File: src/rtl/sr_write_ctrl_pkg.sv
// Shared definitions for the MSP430 status-register write scheduler:
// SR bit positions, default masks and sequencer state encodings.
package sr_write_ctrl_pkg;

   localparam int SR_W_DEF = 16;

   localparam int SR_BIT_C      = 0;
   localparam int SR_BIT_Z      = 1;
   localparam int SR_BIT_N      = 2;
   localparam int SR_BIT_GIE    = 3;
   localparam int SR_BIT_CPUOFF = 4;
   localparam int SR_BIT_OSCOFF = 5;
   localparam int SR_BIT_SCG0   = 6;
   localparam int SR_BIT_SCG1   = 7;
   localparam int SR_BIT_V      = 8;

   // ALU may only touch V,N,Z,C; interrupt entry keeps only SCG0
   localparam logic [15:0] FLAG_MASK_DEF = 16'h0107;
   localparam logic [15:0] IRQ_KEEP_DEF  = 16'h0040;

   localparam logic [1:0] ST_IDLE      = 2'd0;
   localparam logic [1:0] ST_IRQ_SAVE  = 2'd1;
   localparam logic [1:0] ST_IRQ_CLR   = 2'd2;
   localparam logic [1:0] ST_RETI_WAIT = 2'd3;

endpackage

File: src/rtl/sr_write_ctrl.sv
// Arbitrates every write to R2/SR (ALU flags, explicit writes, interrupt entry,
// RETI restore) and drives the SR mux; all outputs come straight from flops.
module sr_write_ctrl
   import sr_write_ctrl_pkg::*;
#(
   parameter int              SR_W      = SR_W_DEF,
   parameter logic [SR_W-1:0] FLAG_MASK = FLAG_MASK_DEF,
   parameter logic [SR_W-1:0] IRQ_KEEP  = IRQ_KEEP_DEF
) (
   input  logic            clk,
   input  logic            rst,
   input  logic [SR_W-1:0] reg_SR_out,
   input  logic            func_req,
   input  logic [SR_W-1:0] func_flags,
   input  logic            reg_wr_req,
   input  logic [SR_W-1:0] reg_wr_data,
   input  logic            irq_req,
   input  logic            reti_req,
   input  logic            save_ack,
   input  logic            pop_valid,
   input  logic [SR_W-1:0] pop_data,
   output logic            MSR,
   output logic [SR_W-1:0] sr_ctrl_out,
   output logic            sr_save_vld,
   output logic [SR_W-1:0] sr_save_data,
   output logic            func_gnt,
   output logic            reg_gnt,
   output logic            irq_done,
   output logic            reti_done,
   output logic            busy
);

   logic [1:0]      state_q,        state_d;
   logic [SR_W-1:0] cap_q,          cap_d;
   logic            msr_q,          msr_d;
   logic [SR_W-1:0] sr_ctrl_out_q,  sr_ctrl_out_d;
   logic            sr_save_vld_q,  sr_save_vld_d;
   logic [SR_W-1:0] sr_save_data_q, sr_save_data_d;
   logic            func_gnt_q,     func_gnt_d;
   logic            reg_gnt_q,      reg_gnt_d;
   logic            irq_done_q,     irq_done_d;
   logic            reti_done_q,    reti_done_d;
   logic            busy_q,         busy_d;

   // Next-state and next-output computation for the SR write sequencer
   always_comb begin
      state_d        = state_q;
      cap_d          = cap_q;
      msr_d          = 1'b0;
      sr_ctrl_out_d  = {SR_W{1'b0}};
      sr_save_vld_d  = 1'b0;
      sr_save_data_d = {SR_W{1'b0}};
      func_gnt_d     = 1'b0;
      reg_gnt_d      = 1'b0;
      irq_done_d     = 1'b0;
      reti_done_d    = 1'b0;

      case (state_q)
         ST_IDLE: begin
            if (irq_req) begin
               state_d        = ST_IRQ_SAVE;
               cap_d          = reg_SR_out;
               sr_save_vld_d  = 1'b1;
               sr_save_data_d = reg_SR_out;
            end else if (reti_req) begin
               state_d = ST_RETI_WAIT;
            end else if (reg_wr_req) begin
               // destination-SR write overrides the flag update of the same instruction
               msr_d         = 1'b1;
               sr_ctrl_out_d = reg_wr_data;
               reg_gnt_d     = 1'b1;
            end else if (func_req) begin
               msr_d         = 1'b1;
               sr_ctrl_out_d = (reg_SR_out & ~FLAG_MASK) | (func_flags & FLAG_MASK);
               func_gnt_d    = 1'b1;
            end else begin
               state_d = ST_IDLE;
            end
         end
         ST_IRQ_SAVE: begin
            if (save_ack) begin
               state_d       = ST_IRQ_CLR;
               msr_d         = 1'b1;
               sr_ctrl_out_d = cap_q & IRQ_KEEP;
               irq_done_d    = 1'b1;
            end else begin
               sr_save_vld_d  = 1'b1;
               sr_save_data_d = cap_q;
            end
         end
         ST_IRQ_CLR: begin
            state_d = ST_IDLE;
         end
         ST_RETI_WAIT: begin
            // pop_valid is only looked at here, never on the entry cycle
            if (pop_valid) begin
               state_d       = ST_IDLE;
               msr_d         = 1'b1;
               sr_ctrl_out_d = pop_data;
               reti_done_d   = 1'b1;
            end else begin
               state_d = ST_RETI_WAIT;
            end
         end
         default: begin
            state_d = ST_IDLE;
         end
      endcase

      busy_d = (state_d != ST_IDLE);
   end

   // State and registered outputs; reset aborts any sequence without writing SR
   always_ff @(posedge clk or posedge rst) begin
      if (rst) begin
         state_q        <= ST_IDLE;
         cap_q          <= {SR_W{1'b0}};
         msr_q          <= 1'b0;
         sr_ctrl_out_q  <= {SR_W{1'b0}};
         sr_save_vld_q  <= 1'b0;
         sr_save_data_q <= {SR_W{1'b0}};
         func_gnt_q     <= 1'b0;
         reg_gnt_q      <= 1'b0;
         irq_done_q     <= 1'b0;
         reti_done_q    <= 1'b0;
         busy_q         <= 1'b0;
      end else begin
         state_q        <= state_d;
         cap_q          <= cap_d;
         msr_q          <= msr_d;
         sr_ctrl_out_q  <= sr_ctrl_out_d;
         sr_save_vld_q  <= sr_save_vld_d;
         sr_save_data_q <= sr_save_data_d;
         func_gnt_q     <= func_gnt_d;
         reg_gnt_q      <= reg_gnt_d;
         irq_done_q     <= irq_done_d;
         reti_done_q    <= reti_done_d;
         busy_q         <= busy_d;
      end
   end

   assign MSR          = msr_q;
   assign sr_ctrl_out  = sr_ctrl_out_q;
   assign sr_save_vld  = sr_save_vld_q;
   assign sr_save_data = sr_save_data_q;
   assign func_gnt     = func_gnt_q;
   assign reg_gnt      = reg_gnt_q;
   assign irq_done     = irq_done_q;
   assign reti_done    = reti_done_q;
   assign busy         = busy_q;

endmodule

File: config.mk
export PLATFORM = sky130hd
export DESIGN_NAME = sr_write_ctrl
export DESIGN_NICKNAME = d
export VERILOG_FILES = /design/src/rtl/sr_write_ctrl_pkg.sv /design/src/rtl/sr_write_ctrl.sv
export SDC_FILE = /design/constraint.sdc
export NUM_CORES = 1
export LEC_CHECK = 0
export ABC_AREA = 1
export CORE_MARGIN = 4
export CORE_UTILIZATION = 40
export DETAILED_ROUTE_END_ITERATION = 7
export GPL_TIMING_DRIVEN = 1
export MAX_ROUTING_LAYER = met4
export PLACE_DENSITY = 0.79
export RECOVER_POWER = 25
export SLEW_MARGIN = 20
export SYNTH_ARGS = -nofsm -noshare
export SYNTH_HDL_FRONTEND = slang
export SYNTH_SLANG_ARGS = --single-unit
File: constraint.sdc
create_clock -name clk -period 2.21 [get_ports clk]
set_input_delay 0.442 -clock clk [delete_from_list [all_inputs] [get_ports clk]]
set_output_delay 0.442 -clock clk [all_outputs]
set_load 0.005 [all_outputs]
==> metrics.yaml <==
clock_network:
  postCtsSetupBuffers: 0
  ctsHoldBuffers: 0
  cts_num_sinks: 57
  cts_resized: 0
  clk_root_buffer_cell: "clkbuf_8"
  clock_latency_ns: 0.33
  clockBufferDepth: 2
  cts_buffers: 9
  h-tree-depth: 3
  cts.clk_slew.worst_paths_ns: 0.06
  cts_tree: "built"
routing:
  ant_nets: 0
  drc: 0
  wl_mm: 5.54
  via_per_inst: 4.58
  initialDrtViolationCount: 75
  avgRoutedWirePerCell_um: 12.3
  first_pass_iters: 4
  vias: 2058
floorplan:
  die_w_um: 84.0
  initial_core_util_pct: 41.7
  rows: 27
  num_io_pins: 111
  core-area_um2: 5540
  dieArea_um2: 7050
  die_h_um: 84.0
synth:
  muxShareOfSynthArea_pct: 0
  synth.top_cell.area_share_pct: 61.8
  ys_async_sr_fraction_pct: 100
  synth_compound_area_share_pct: 7.15
  ys_seq_area_share_pct: 61.8
  syn_inst: 268
  synth-adder-area-share_pct: 0
  yosysTopAreaCell: "dfrtp_1"
  yosys.area_share.xor_xnor_pct: 0
  avgSynthCellArea_um2: 8.61
  synth.net_count: 340
  synth.distinct_cells: 14
  synth_top_family_by_area: "simple AND/OR/NAND/NOR gates"
  synth-seq-cells: 57
  synth_most_common_cell: "nand2_1"
  netlist_top_cells_count: "nand2_1 (124), dfrtp_1 (57), o21ai_0 (33)"
  yosys.area_share.simple_pct: 23.6
  syn-cell-area_um2: 2310
  synth_ff_type: "dfrtp_1"
  ys_warn_count: 0
  synth_area_leaders: "dfrtp_1 (62%), nand2_1 (20%), o21ai_0 (7.2%)"
  synth_edf_count: 0
global_route:
  grt_start_max_net_pins: 58
  overflow: 0
  groute.usage.overall_pct: 17.1
  antenna_found_initial: 0
  grt_pass1_vias: 2075
  grt_pass1_wl_mm: 9.17
finish:
  multi_input_area_um2: 711
  layout-drive-gt1-share_pct: 5.84
  syn_to_final_growth_pct: 53.4
  n_antenna_cell: 0
  fin_cells: 449
  fin_nets: 444
  fill_cells: 482
  layout.area.seq_um2: 1430
  final_util_pct: 63.9
pwr:
  comb_power_share_pct: 31.5
  power_density_nw_per_um2: 963
  seqPwrFrac_pct: 43.8
  power.share.switching_pct: 29.1
  power.clock.fraction_pct: 24.6
  power.switching_w: 0.000991
  p_leak_nw: 1.78
  ir_drop_mv: 0.571
  p_int_w: 0.00242
critical_path:
  critPathTopFamily: "buffers and inverters"
  slowest_delay_ns: 0.52
  worstPathRequired_ns: 1.77
  endpoint_kind: "output port"
  critPathKind: "reg -> out"
  cp_data_arrival_time_ns: 1.19
  crit_fanout: 1
  start_kind: "flop"
  slowest_stage: "clkdlybuf4s50_1"
  crit_buf_inv: 1
  cp_cell_sequence: "clkdlybuf4s50_1"
placed_design:
  io_buffer_count: 98
  dp_cells: 433
  dp_hpwl_mm: 4.13
  place_congestion: 0.808
  post-place-ws_ns: 0.453
sta:
  finalWorstSetupSlack_ns: 0.576
  slew_violations: 0
  fmax_mhz: 612
  fin_crit_ns: 1.63
  setup_viol_count_final: 0
  finClkSkew_ns: 0.00568
  slew_headroom_pct: 72.7
  setup_tns_ns: 0
  grt_setup_unrepaired: "no"
  fin_crit_sh_pct: 73.9
  hold_violations: 0
  worst_pin_slew_ns: 0.408
run:
  maxCapViolations: 0
run_status:
  status: "finished clean"
worst_hold_path:
  hold_class: "reg -> reg"
area by class of cell:
type | instances | area share, %
sequential | 57 | 40.3
inverter | 31 | 3.29
tap | 72 | 2.54
clock inverter | 3 | 0.424
multi-input combinational | 171 | 20.1
clock buffer | 13 | 4.49
timing repair buffer | 102 | 28.9
kinds of logic (layout without fill, tap and decap cells):
logic type / Yosys count / in the layout
AND/OR/NAND/NOR: 138 / 138
buffers and inverters: 40 / 149
AO/OA/AOI/OAI: 33 / 33
flip-flops: 57 / 57
layer usage:
layer	track usage, %	wire length, µm	up-vias
li1	-	-	1021
met2	27.0	2710	84
met3	4.24	380	19
met1	19.7	2260	934
met4	9.80	187	0
met5	-	0	-
per-stage QoR:
step                cell area [µm²]  power, W  hold WS (ns)
detailed placement             3370   0.00261         0.521
finish                         3540   0.00341         0.530
CTS                            3540   0.00346         0.505
global placement               3370   0.00256         0.514
floorplan                      2310   0.00198         0.502
global route                   3540   0.00365         0.566
power groups by stage:
stage          Clock (W)  Sequential, W  Combinational [W]
3_5_place_dp           0        0.00152            0.00109
2_1_floorplan          0        0.00153           0.000456
4_1_cts         0.000866        0.00150            0.00109
5_1_grt         0.000905        0.00153            0.00121
3_3_place_gp           0        0.00150            0.00106
6_report        0.000840        0.00150            0.00108
final timing paths:
kind | startpoint | endpoint | slack (ns) | cells past startpoint
setup reg to reg | state_q[1] | sr_save_data[5] | 0.85 | 4
max in group asynchronous | rst | cap_q[10] | 1.32 | 3
hold reg to reg | cap_q[8] | sr_save_data[8] | 0.53 | 2
setup / recovery | sr_save_data[13] | sr_save_data[13] | 0.58 | 1
hold / removal | cap_q[8] | sr_save_data[8] | 0.53 | 2
min in group asynchronous | rst | sr_ctrl_out[15] | 0.65 | 3
sequential cells by signal, summed over array words and instances, names as in the netlist:
| signal | cells |
|---|---|
| MSR | 1 |
| busy | 1 |
| cap_q | 16 |
| func_gnt | 1 |
| irq_done | 1 |
| reg_gnt | 1 |
| reti_done | 1 |
| sr_ctrl_out | 16 |
| sr_save_data | 16 |
| sr_save_vld | 1 |
| state_q | 2 |
cells in the final DEF (no fill, tap or decap), drive strengths merged:
master,instances
nand2,124
clkdlybuf4s50,97
dfrtp,57
o21ai,33
inv,31
clkbuf,13
nor2,7
nand3,5
buf,4
clkinv,3
nand4,1
nor3,1
dlygate4sd3,1
(Power assumes the default switching activity.)
